<file path="src/rtl/add_pipe.sv">
// rtl/add_pipe.sv - pipelined carry-chunked add/subtract unit with valid/ready handshakes
module add_pipe #(
    parameter int WIDTH  = 32,
    parameter int STAGES = 4
) (
    input  logic             clk,
    input  logic             rst_n,
    input  logic             in_valid,
    output logic             in_ready,
    input  logic [WIDTH-1:0] a,
    input  logic [WIDTH-1:0] b,
    input  logic             op_sub,
    output logic             out_valid,
    input  logic             out_ready,
    output logic [WIDTH-1:0] sum,
    output logic             cout,
    output logic             ovf,
    output logic             zero
);

    localparam int CW = WIDTH / STAGES;
    localparam int L  = STAGES - 1;

    // per-stage registered state: valid, operands still to be consumed, partial sum, carry
    logic [STAGES-1:0] v_q;
    logic [STAGES-1:0] load;
    logic [WIDTH-1:0]  a_q  [STAGES];
    logic [WIDTH-1:0]  bx_q [STAGES];
    logic [WIDTH-1:0]  s_q  [STAGES];
    logic              c_q  [STAGES];
    logic              ovf_q;
    logic              zero_q;

    // what each stage sees on its input side, and what it will register
    logic [WIDTH-1:0]  a_src  [STAGES];
    logic [WIDTH-1:0]  bx_src [STAGES];
    logic [WIDTH-1:0]  s_src  [STAGES];
    logic              c_src  [STAGES];
    logic [WIDTH-1:0]  s_nx   [STAGES];
    logic              c_nx   [STAGES];
    logic [CW:0]       chunk_t;
    logic              ovf_nx;
    logic              zero_nx;

    // ready chain, evaluated from the output backwards so a full pipe can drain and refill in one cycle
    always_comb begin
        load    = '0;
        load[L] = !v_q[L] || out_ready;
        for (int k = L - 1; k >= 0; k--) begin
            load[k] = !v_q[k] || load[k+1];
        end
    end

    assign in_ready  = load[0];
    assign out_valid = v_q[L];
    assign sum       = s_q[L];
    assign cout      = c_q[L];
    assign ovf       = ovf_q;
    assign zero      = zero_q;

    // stage inputs: stage 0 takes the ports (subtract as a + ~b + 1), later stages take the previous registers
    always_comb begin
        a_src[0]  = a;
        bx_src[0] = op_sub ? ~b : b;
        s_src[0]  = '0;
        c_src[0]  = op_sub;
        for (int k = 1; k < STAGES; k++) begin
            a_src[k]  = a_q[k-1];
            bx_src[k] = bx_q[k-1];
            s_src[k]  = s_q[k-1];
            c_src[k]  = c_q[k-1];
        end
    end

    // each stage adds its own chunk and splices it into the partial sum
    always_comb begin
        chunk_t = '0;
        for (int k = 0; k < STAGES; k++) begin
            chunk_t = {1'b0, a_src[k][k*CW +: CW]} + {1'b0, bx_src[k][k*CW +: CW]}
                    + {{CW{1'b0}}, c_src[k]};
            s_nx[k]              = s_src[k];
            s_nx[k][k*CW +: CW]  = chunk_t[CW-1:0];
            c_nx[k]              = chunk_t[CW];
        end
    end

    // flags come from the final stage so they always travel with their own sum
    always_comb begin
        ovf_nx  = a_src[L][WIDTH-1] ^ bx_src[L][WIDTH-1] ^ s_nx[L][WIDTH-1] ^ c_nx[L];
        zero_nx = (s_nx[L] == '0);
    end

    // valid bits shift forward wherever a stage is allowed to load
    always_ff @(posedge clk or negedge rst_n) begin
        if (!rst_n) begin
            v_q <= '0;
        end else begin
            if (load[0]) begin
                v_q[0] <= in_valid;
            end
            for (int k = 1; k < STAGES; k++) begin
                if (load[k]) begin
                    v_q[k] <= v_q[k-1];
                end
            end
        end
    end

    // datapath registers hold whenever their stage is stalled
    always_ff @(posedge clk or negedge rst_n) begin
        if (!rst_n) begin
            for (int k = 0; k < STAGES; k++) begin
                a_q[k]  <= '0;
                bx_q[k] <= '0;
                s_q[k]  <= '0;
                c_q[k]  <= 1'b0;
            end
            ovf_q  <= 1'b0;
            zero_q <= 1'b0;
        end else begin
            for (int k = 0; k < STAGES; k++) begin
                if (load[k]) begin
                    a_q[k]  <= a_src[k];
                    bx_q[k] <= bx_src[k];
                    s_q[k]  <= s_nx[k];
                    c_q[k]  <= c_nx[k];
                end
            end
            if (load[L]) begin
                ovf_q  <= ovf_nx;
                zero_q <= zero_nx;
            end
        end
    end

endmodule

</file>
<file path="config.mk">
export PLATFORM = sky130hd
export DESIGN_NAME = add_pipe
export DESIGN_NICKNAME = d
export VERILOG_FILES = /design/src/rtl/add_pipe.sv
export SDC_FILE = /design/constraint.sdc
export NUM_CORES = 1
export LEC_CHECK = 0
export ABC_CLOCK_PERIOD_IN_PS = 4800
export BUFFER_PORTS_ARGS = -buffer_cell sky130_fd_sc_hd__buf_2
export CORE_ASPECT_RATIO = 1.5
export CORE_UTILIZATION = 25
export CTS_BUF_LIST = sky130_fd_sc_hd__clkbuf_8
export CTS_CLUSTER_DIAMETER = 40
export DETAILED_ROUTE_END_ITERATION = 12
export MAX_ROUTING_LAYER = met4
export SLEW_MARGIN = 10
export SYNTH_ARGS = -nofsm -noshare
export SYNTH_HDL_FRONTEND = slang
export SYNTH_SLANG_ARGS = --single-unit
export TNS_END_PERCENT = 50
</file>
<file path="constraint.sdc">
create_clock -name clk -period 4.8 [get_ports clk]
set_input_delay 0.24 -clock clk [delete_from_list [all_inputs] [get_ports clk]]
set_output_delay 0.24 -clock clk [all_outputs]
set_load 0.05 [all_outputs]
</file>
## After elaboration in Yosys (flattened, before gate mapping)

Cells that the tools add are included.

| word-level totals | value |
|---|---|
| word-level logic and storage cells | 42 |
| register bits | 282 |

| cells by class | value |
|---|---|
| add/sub/neg operators | 8 |
| reduce and logical (&&, ||, !) cells | 9 |
| bitwise logic cells | 4 |
| multiplexer cells | 1 |

Operators with widths:

| kind | count |
|---|---|
| 8-bit by 8-bit adder with 9-bit output | 4 |
| 9-bit by 1-bit adder with 9-bit output | 4 |
| 32-bit logical NOT | 1 |
| 32-bit 2-to-1 mux | 1 |
| 32-bit inverter | 1 |
| 1-bit logical NOT | 4 |
| 1-bit logical OR | 4 |
| 1-bit XOR | 3 |

## Logic depth before layout (Yosys ltp)

Gate-level depths: netlist of the first run.

| logic depth | value |
|---|---|
| word-level depth | 5 |
| gate-level depth with buffers | 10 |
| gate-level depth less buffers | 10 |

## Worst setup path after synthesis of the first run

Ideal clock, no wire load.

| timing | value |
|---|---|
| kind | input to register |
| start point | in op_sub |
| end point | reg s_q (netlist bit s_nx[70]) |
| arrival time | 2.230 ns |
| path slack | 2.430 ns |
| buffers on the path | 2 |
| cell stages on the path | 10 |
| library setup time | 0.140 ns |
| path through | buf_6 -> clkbuf_1 -> xor2_1 -> fa_1 -> a21o_1 -> a21oi_1 -> o21bai_1 -> a21oi_1 -> xor2_1 -> a21oi_1 |

| on the way | value |
|---|---|
| longest elaborated chain between the ends | 3 |

Ends and longest elaborated chain:

| element | line | text |
|---|---|---|
| start: declaration | 12 | `input logic op_sub,` |
| 32-bit 2-to-1 mux | 64 | `bx_src[0] = op_sub ? ~b : b;` |
| 8-bit by 8-bit adder with 9-bit output | 79 | `chunk_t = {1'b0, a_src[k][k*CW +: CW]} + {1'b0, bx_src[k][k*CW +: CW]}` |
| 9-bit by 1-bit adder with 9-bit output * | 80 | `+ {{CW{1'b0}}, c_src[k]};` |
| end signal: indexed assignment | 125 | `s_q[k] <= s_nx[k];` |
| end: declaration | 29 | `logic [WIDTH-1:0] s_q [STAGES];` |

Every way passes the cells marked *; elsewhere a longest branch is shown, timed or not.
A chain may end at the register's enable or synchronous reset.

## Worst setup path after layout of the first run

| timing | value |
|---|---|
| start point | reg v_q[3] |
| end point | out in_ready |

| on the way | value |
|---|---|
| longest elaborated chain between the ends | 5 |

Ends and longest elaborated chain:

| element | line | text |
|---|---|---|
| start: declaration | 25 | `logic [STAGES-1:0] v_q;` |
| start signal: indexed assignment | 103 | `v_q[k] <= v_q[k-1];` |
| 1-bit logical NOT | 48 | `load[L] = !v_q[L] \|\| out_ready;` |
| 1-bit logical OR | 48 |  |
| 1-bit logical OR (3 in series) | 50 | `load[k] = !v_q[k] \|\| load[k+1];` |
| end: declaration | 9 | `output logic in_ready,` |

No other way between the ends.

==> metrics.md, run 1 <==
| Metric | Value |
|---|---|
| Global-route wire length before repair | `29780 µm` |
| Tcrit/Tclk final | `62.07%` |
| Top delay family on crit path | `simple AND/OR/NAND/NOR gates` |
| Ys flop type | `dfrtp_1` |
| Worst-path clk slew | `0.09 ns` |
| Post-CTS Setup Inserts | `0` |
| Residual DRC count | `0` |
| Max Fanout on Critical Path | `91` |
| Number of routed nets with antenna violations | `0` |
| GRT Util Overall | `11.61%` |
| Die height | `226.2 µm` |
| Synthesized cell area | `8377 µm²` |
| Number of vias per cell | `4.227` |
| Setup Total Neg Slack | `0 ns` |
| Hold WC Path Type | `input port to flip-flop` |
| Gpl congestion | `0.8422` |
| Final #Nets | `1009` |
| Initial antenna violation count | `2` |
| Clock Latency Late Sink | `0.47 ns` |
| Syn nets | `887` |
| Utilization after layout | `30.41%` |
| Fin. max-slew vios | `0` |
| Root Buffer | `clkbuf_8` |
| Pre-Repair DR Iteration Count | `4` |
| Port Buffer Count | `105` |
| Area grow syn2layout | `19.22%` |
| Cell taking the most area after synthesis | `dfrtp_1` |
| RSZ-0062 raised after global routing | `no` |
| Total global routing overflow | `0` |
| Mapped Cells | `783` |
| Clk buf depth | `2` |
| Final setup viols | `0` |
| CP max stage delay | `0.66 ns` |
| Max stage delay cell, worst path | `nand2_4` |
| Sequential share of the synthesized area | `55.56%` |
| Post-synth top area share | `55.56%` |
| Post-synth top cells | `188 x nand2_1, 186 x dfrtp_1, 47 x nor2_1` |
| Vias | `5643` |
| Initial core utilization | `25.51%` |
| DPL Wire Length | `13210 µm` |
| H-tree depth | `4` |
| # clock sinks | `186` |
| EDFF count, synth | `0` |
| Critical path class | `flip-flop to output pin` |
| Syn Area/Cell | `10.70 µm²` |
| Min Clock Period, post-route | `2.979 ns` |
| Core area | `32840 µm²` |
| Rel. slew slack | `32.69%` |
| Least-Margin Pin Slew | `1.010 ns` |
| Die ar. | `34260 µm²` |
| Post-synth ARST share | `100.0%` |
| Worst path bufs/invs | `2` |
| CP Launch Type | `flip-flop` |
| Power density over cell area | `513.9 nW/µm²` |
| LEAKAGE | `4.662 nW` |
| Fmax | `335.6 MHz` |
| CP cell instances | `nor2b_4 > and3_2 > buf_4 > nand2_4 > buf_2` |
| Final hold violations | `0` |
| Peak VDD IR | `256.6 µV` |
| Mean routed wirelength per cell | `13.36 µm` |
| Worst Skew | `0.01047 ns` |
| TritonCTS clock tree | `done` |
| Unique masters post-synth | `43` |
| Routed wire length | `17830 µm` |
| Ys Warns | `0` |
| Worst EP arrival | `2.74 ns` |
| Synth Register Bits | `186` |
| Vias in the first global route | `5906` |
| MaxCap Viol Count | `0` |
| 1st-iter DRT viols | `274` |
| TritonCTS buffer count | `17` |
| Largest net degree at the start of global routing | `92` |
| WP data required | `4.56 ns` |
| Critical Path Sink Type | `output pin` |
| Site row count | `81` |
| Die width | `151.5 µm` |
| Ports | `106` |
| Filler cell count | `3477` |
| Top-count cell post-synth | `nand2_1` |
| Status | `finished clean` |
| Top cells by area, synth | `dfrtp_1 56%, nand2_1 8.4%, mux2_1 5.1%` |
| Layout cells sized above 1 | `19.28%` |
[cell usage in the layout (no fill, tap or decap), types with 4 or more instances in the layout]
| master | count |
|---|---|
| a21o_1 | 4 |
| a21oi_1 | 44 |
| a31oi_1 | 4 |
| buf_2 | 104 |
| buf_4 | 6 |
| clkbuf_8 | 19 |
| clkinv_2 | 5 |
| clkinvlp_4 | 4 |
| dfrtp_1 | 186 |
| dlygate4sd3_1 | 26 |
| fa_1 | 7 |
| ha_1 | 28 |
| inv_1 | 24 |
| mux2_1 | 38 |
| mux2_2 | 29 |
| nand2_1 | 188 |
| nand2b_1 | 4 |
| nor2_1 | 47 |
| nor2b_1 | 4 |
| nor3_1 | 7 |
| nor4_1 | 5 |
| o21a_1 | 5 |
| o21ai_0 | 13 |
| o21ai_1 | 21 |
| o31ai_1 | 8 |
| xnor2_1 | 32 |
| xor2_1 | 15 |
[logic make-up after synthesis]
group	synth area share (%)
and+or+nand+nor	13.62
DFF	55.56
xor gates and xnor gates	4.914
adders and majority gates	5.855
muxes	9.365
AOI/OAI and AO/OA	7.946
buffers and inverters	2.733
[registers in the layout (all words and copies together) (netlist names)]
name / cells
s_nx: 48
zero: 1
cout: 1
v_q: 4
bx_q: 48
c_q: 3
a_q: 48
sum: 32
ovf: 1
[stage by stage]
step           hold slack, ns  area [µm²]  power (mW)  setup WS [ns]  instances
6_report              0.04161        9987       5.132          1.821       1335
5_1_grt              0.007619        9987       5.494          1.560       1335
4_1_cts              0.002703        9982       5.220          1.735       1333
3_5_place_dp           0.3232        9343       4.181          1.924       1275
3_3_place_gp           0.3228        9343       4.135          1.973       1275
2_1_floorplan        -0.05559        8377       3.637          2.430        783
[where the power goes]
group          switching (mW)  internal (mW)  total (mW)
Combinational            1.18          0.645        1.83
Sequential              0.275           2.02        2.30
Clock                   0.538          0.468        1.01
[what timing repair did]
action	4_1_cts	5_1_grt
hold buffers	26	0
resized for setup	0	0
setup endpoints to repair	0	0
hold endpoints to repair	106	0
[worst paths after layout]
kind / cells past startpoint / start / end / slack (ns)
min reg2reg: 2 / a_q[125]$_DFFE_PN0P_ / a_q[93]$_DFFE_PN0P_ / 0.47
max reg2reg: 5 / v_q[3]$_DFFE_PN0P_ / a_q[108]$_DFFE_PN0P_ / 2.29
min: 2 / a[17] / a_q[113]$_DFFE_PN0P_ / 0.04
max: 5 / v_q[3]$_DFFE_PN0P_ / in_ready / 1.82
max in group asynchronous: 3 / rst_n / a_q[118]$_DFFE_PN0P_ / 3.25
min in group asynchronous: 2 / rst_n / bx_q[108]$_DFFE_PN0P_ / 0.36
[layout make-up]
class | count | area [µm²] | share of cell area (%)
Multi-Input combinational cell | 541 | 3507 | 35.12
Clock buffer | 18 | 247.7 | 2.481
Antenna cell | 2 | 5.005 | 0.05011
Clock inverter | 14 | 131.4 | 1.315
Timing Repair Buffer | 137 | 839.6 | 8.406
Sequential cell | 186 | 4654 | 46.60
Inverter | 22 | 82.58 | 0.8269
Tap cell | 415 | 519.2 | 5.199
[per-layer routing]
metal	track usage (%)	share of wire [%]	vias up
met1	14.45	47	2680
li1	-	-	2864
met5	-	0	-
met2	18.47	49	80
met3	2.000	2.0	19
met4	4.774	2.2	0
(Power assumes the default switching activity.)
==> run 2, diff against run 1 <==
--- a/config.mk
+++ b/config.mk
@@ -5,7 +5,7 @@
 export SDC_FILE = /design/constraint.sdc
 export NUM_CORES = 1
 export LEC_CHECK = 0
-export ABC_CLOCK_PERIOD_IN_PS = 4800
+export ABC_CLOCK_PERIOD_IN_PS = 2600
 export BUFFER_PORTS_ARGS = -buffer_cell sky130_fd_sc_hd__buf_2
 export CORE_ASPECT_RATIO = 1.5
 export CORE_UTILIZATION = 25
==> constraint.sdc (replaced) <==
create_clock -name clk -period 2.6 [get_ports clk]
set_input_delay 0.13 -clock clk [delete_from_list [all_inputs] [get_ports clk]]
set_output_delay 0.13 -clock clk [all_outputs]
set_load 0.05 [all_outputs]
==> run 2 against run 1 <==
  * Sequential share of layout area fell by 1.9 points
  * Total power rose by 91%
  * Combinational power increased by 88%
  * Cell count rose by 2.3%
  * Non-clock buffer count grew 33
  * Core utilization up 1.3 points
  * Wire length increased by 4.5%
  * Die area did not move
  * Sequential power is 85% higher
  * Via count up 4.1%
  * Count of clock-buffer cells in the layout up 2
  * Critical endpoint unchanged
  * Largest power group unchanged
  * Highest routed layer unchanged
==> metrics.md, run 2 (synthesis gave the netlist of run 1 again) <==
| Metric | Value |
|---|---|
| Status | `finished clean` |
| Vias in the first global route | `6035 (+2.2%)` |
| Area grow syn2layout | `24.33%` |
| Layout cells sized above 1 | `19.24% (-0.038 points)` |
| Critical Path Sink Type | `output pin` |
| Worst EP arrival | `2.16 ns (-0.58 ns)` |
| Min Clock Period, post-route | `2.293 ns` |
| GRT Util Overall | `12.07% (+0.46 points)` |
| Power density over cell area | `942.4 nW/µm² (+83%)` |
| Die ar. | `34260 µm² (unchanged)` |
| Least-Margin Pin Slew | `0.5638 ns (-0.4459 ns)` |
| Utilization after layout | `31.72% (+1.3 points)` |
| Initial antenna violation count | `0 (-2)` |
| Cell count after placement | `1281 (+0.47%)` |
| Global-route wire length before repair | `30920 µm (+3.8%)` |
| WP data required | `2.47 ns (-2.09 ns)` |
| CP Launch Point | `v_q[3]$_DFFE_PN0P_` |
| Worst Skew | `0.01337 ns (+0.002898 ns)` |
| Die height | `226.2 µm (unchanged)` |
| 1st-iter DRT viols | `169 (-38%)` |
| Post-CTS Setup Inserts | `0 (unchanged)` |
| Max Fanout on Critical Path | `32 (-65%)` |
| Final Non-Filler Cells | `1366 (+2.3%)` |
| Die width | `151.5 µm (unchanged)` |
| Final hold violations | `0 (unchanged)` |
| Core area | `32840 µm² (unchanged)` |
| Min-delay src | `a[7]` |
| Peak VDD IR | `360.8 µV (+41%)` |
| Crit Reg-Reg Startpoint | `a_q[56]$_DFFE_PN0P_` |
| Commonest non-fill, non-tap cells in the layout | `188 x nand2_1, 186 x dfrtp_1, 104 x buf_2` |
| Tcrit/Tclk final | `88.19%` |
| Vias | `5876 (+4.1%)` |
| Hold WC Path Type | `input port to flip-flop` |
| Number of routed nets with antenna violations | `0 (unchanged)` |
| RSZ-0062 raised after global routing | `no` |
| Number of vias per cell | `4.302 (+1.8%)` |
| TritonCTS clock tree | `done` |
| TritonCTS buffer count | `17 (unchanged)` |
| Residual DRC count | `0 (unchanged)` |
| Port Buffer Count | `105 (unchanged)` |
| Clock Latency Late Sink | `0.47 ns (about the same)` |
| N_diodes | `0 (-2)` |
| Site row count | `81 (unchanged)` |
| Largest net degree at the start of global routing | `96 (+4.3%)` |
| Root Buffer | `clkbuf_8` |
| Total global routing overflow | `0 (unchanged)` |
| Mean routed wirelength per cell | `13.64 µm (+2.1%)` |
| Worst-path clk slew | `0.09 ns (about the same)` |
| Pre-Repair DR Iteration Count | `4 (unchanged)` |
| Clk buf depth | `2 (unchanged)` |
| LEAKAGE | `4.863 nW (+4.3%)` |
| MaxCap Viol Count | `0 (unchanged)` |
| Initial core utilization | `25.51% (unchanged)` |
| Hold path depth | `4 (+2)` |
| Rel. slew slack | `62.41% (+30 points)` |
| CP Launch Type | `flip-flop` |
| Routed wire length | `18640 µm (+4.5%)` |
| Final setup viols | `0 (unchanged)` |
| Setup Total Neg Slack | `0 ns (unchanged)` |
| Worst r2r path cells | `9 (+4)` |
| Fmax | `436.1 MHz` |
| Final #Nets | `1042 (+3.3%)` |
| # clock sinks | `186 (unchanged)` |
| H-tree depth | `4 (unchanged)` |
| Fin. max-slew vios | `0 (unchanged)` |
| Critical path class | `flip-flop to output pin` |
| Gpl congestion | `0.8282 (-1.7%)` |
| DPL Wire Length | `13800 µm (+4.4%)` |
| Ports | `106 (unchanged)` |
| Most common cell after layout, fill and taps aside | `nand2_1` |
run 2: cell count changes in the layout (fill, tap and decap cells not counted), moves of 3 or more:
cell	change
buf_12	+4
clkinvlp_4	-3
clkinv_2	-3
dlygate4sd3_1	+27
run 2: per-layer routing:
layer	up-vias	share of wire [%]	global-route usage, %
met5	-	0	-
met4	0	2.5	5.226
met3	27	2.0	1.798
met2	87	50	19.84
met1	2833	46	14.55
li1	2929	-	-
run 2: path summary, 6_finish.rpt:
kind / to / slack, ns
worst min register to register: a_q[60]$_DFFE_PN0P_ / 0.47
max in group asynchronous: a_q[107]$_DFFE_PN0P_ / 1.84
worst max register to register: ovf$_DFFE_PN0P_ / 0.36
worst max-delay path: in_ready / 0.31
worst min-delay path: c_q[3]$_DFFE_PN0P_ / 0.04
min in group asynchronous: a_q[110]$_DFFE_PN0P_ / 0.25
run 2: per-stage QoR:
step / area, µm² / hold slack [ns] / setup WS [ns] / total power, mW
2_1_floorplan: 8377 / -0.1656 / 0.3397 / 6.714
5_1_grt: 10420 / 0.08479 / 0.1854 / 10.47
3_3_place_gp: 9438 / -0.04950 / 0.4168 / 7.677
6_report: 10420 / 0.04079 / 0.3071 / 9.815
4_1_cts: 10420 / 0.006484 / 0.2560 / 9.966
3_5_place_dp: 9438 / -0.04881 / 0.3676 / 7.773
run 2: timing repair:
action | 4_1_cts | 5_1_grt
resized for setup | 0 | 0
hold buffers | 53 | 0
endpoints found under the hold margin | 236 | 0
run 2: worst max-delay path, cell delays in order (launching register included):
cell and delay (ns):
dfrtp_1 0.40, nor2b_4 0.17, and3_2 0.25, nand2_4 0.31, buf_12 0.24, buf_2 0.30
run 2: layout make-up:
class,instances,area (µm²)
clock buffers,20,275.3
clock inverters,12,171.4
fillers,3389,22420
inverters,22,82.58
multi-input cells,541,3507
flip-flops and latches,186,4654
well taps,415,519.2
repair buffers,170,1205
run 2: report_power, final:
part / leakage (nW) / total (mW) / internal (mW) / switching, mW
clock network: 0.232 / 2.11 / 1.12 / 0.988
logic: 2.45 / 3.44 / 1.23 / 2.21
registers: 2.18 / 4.26 / 3.74 / 0.526
total: 4.86 / 9.81 / 6.09 / 3.72
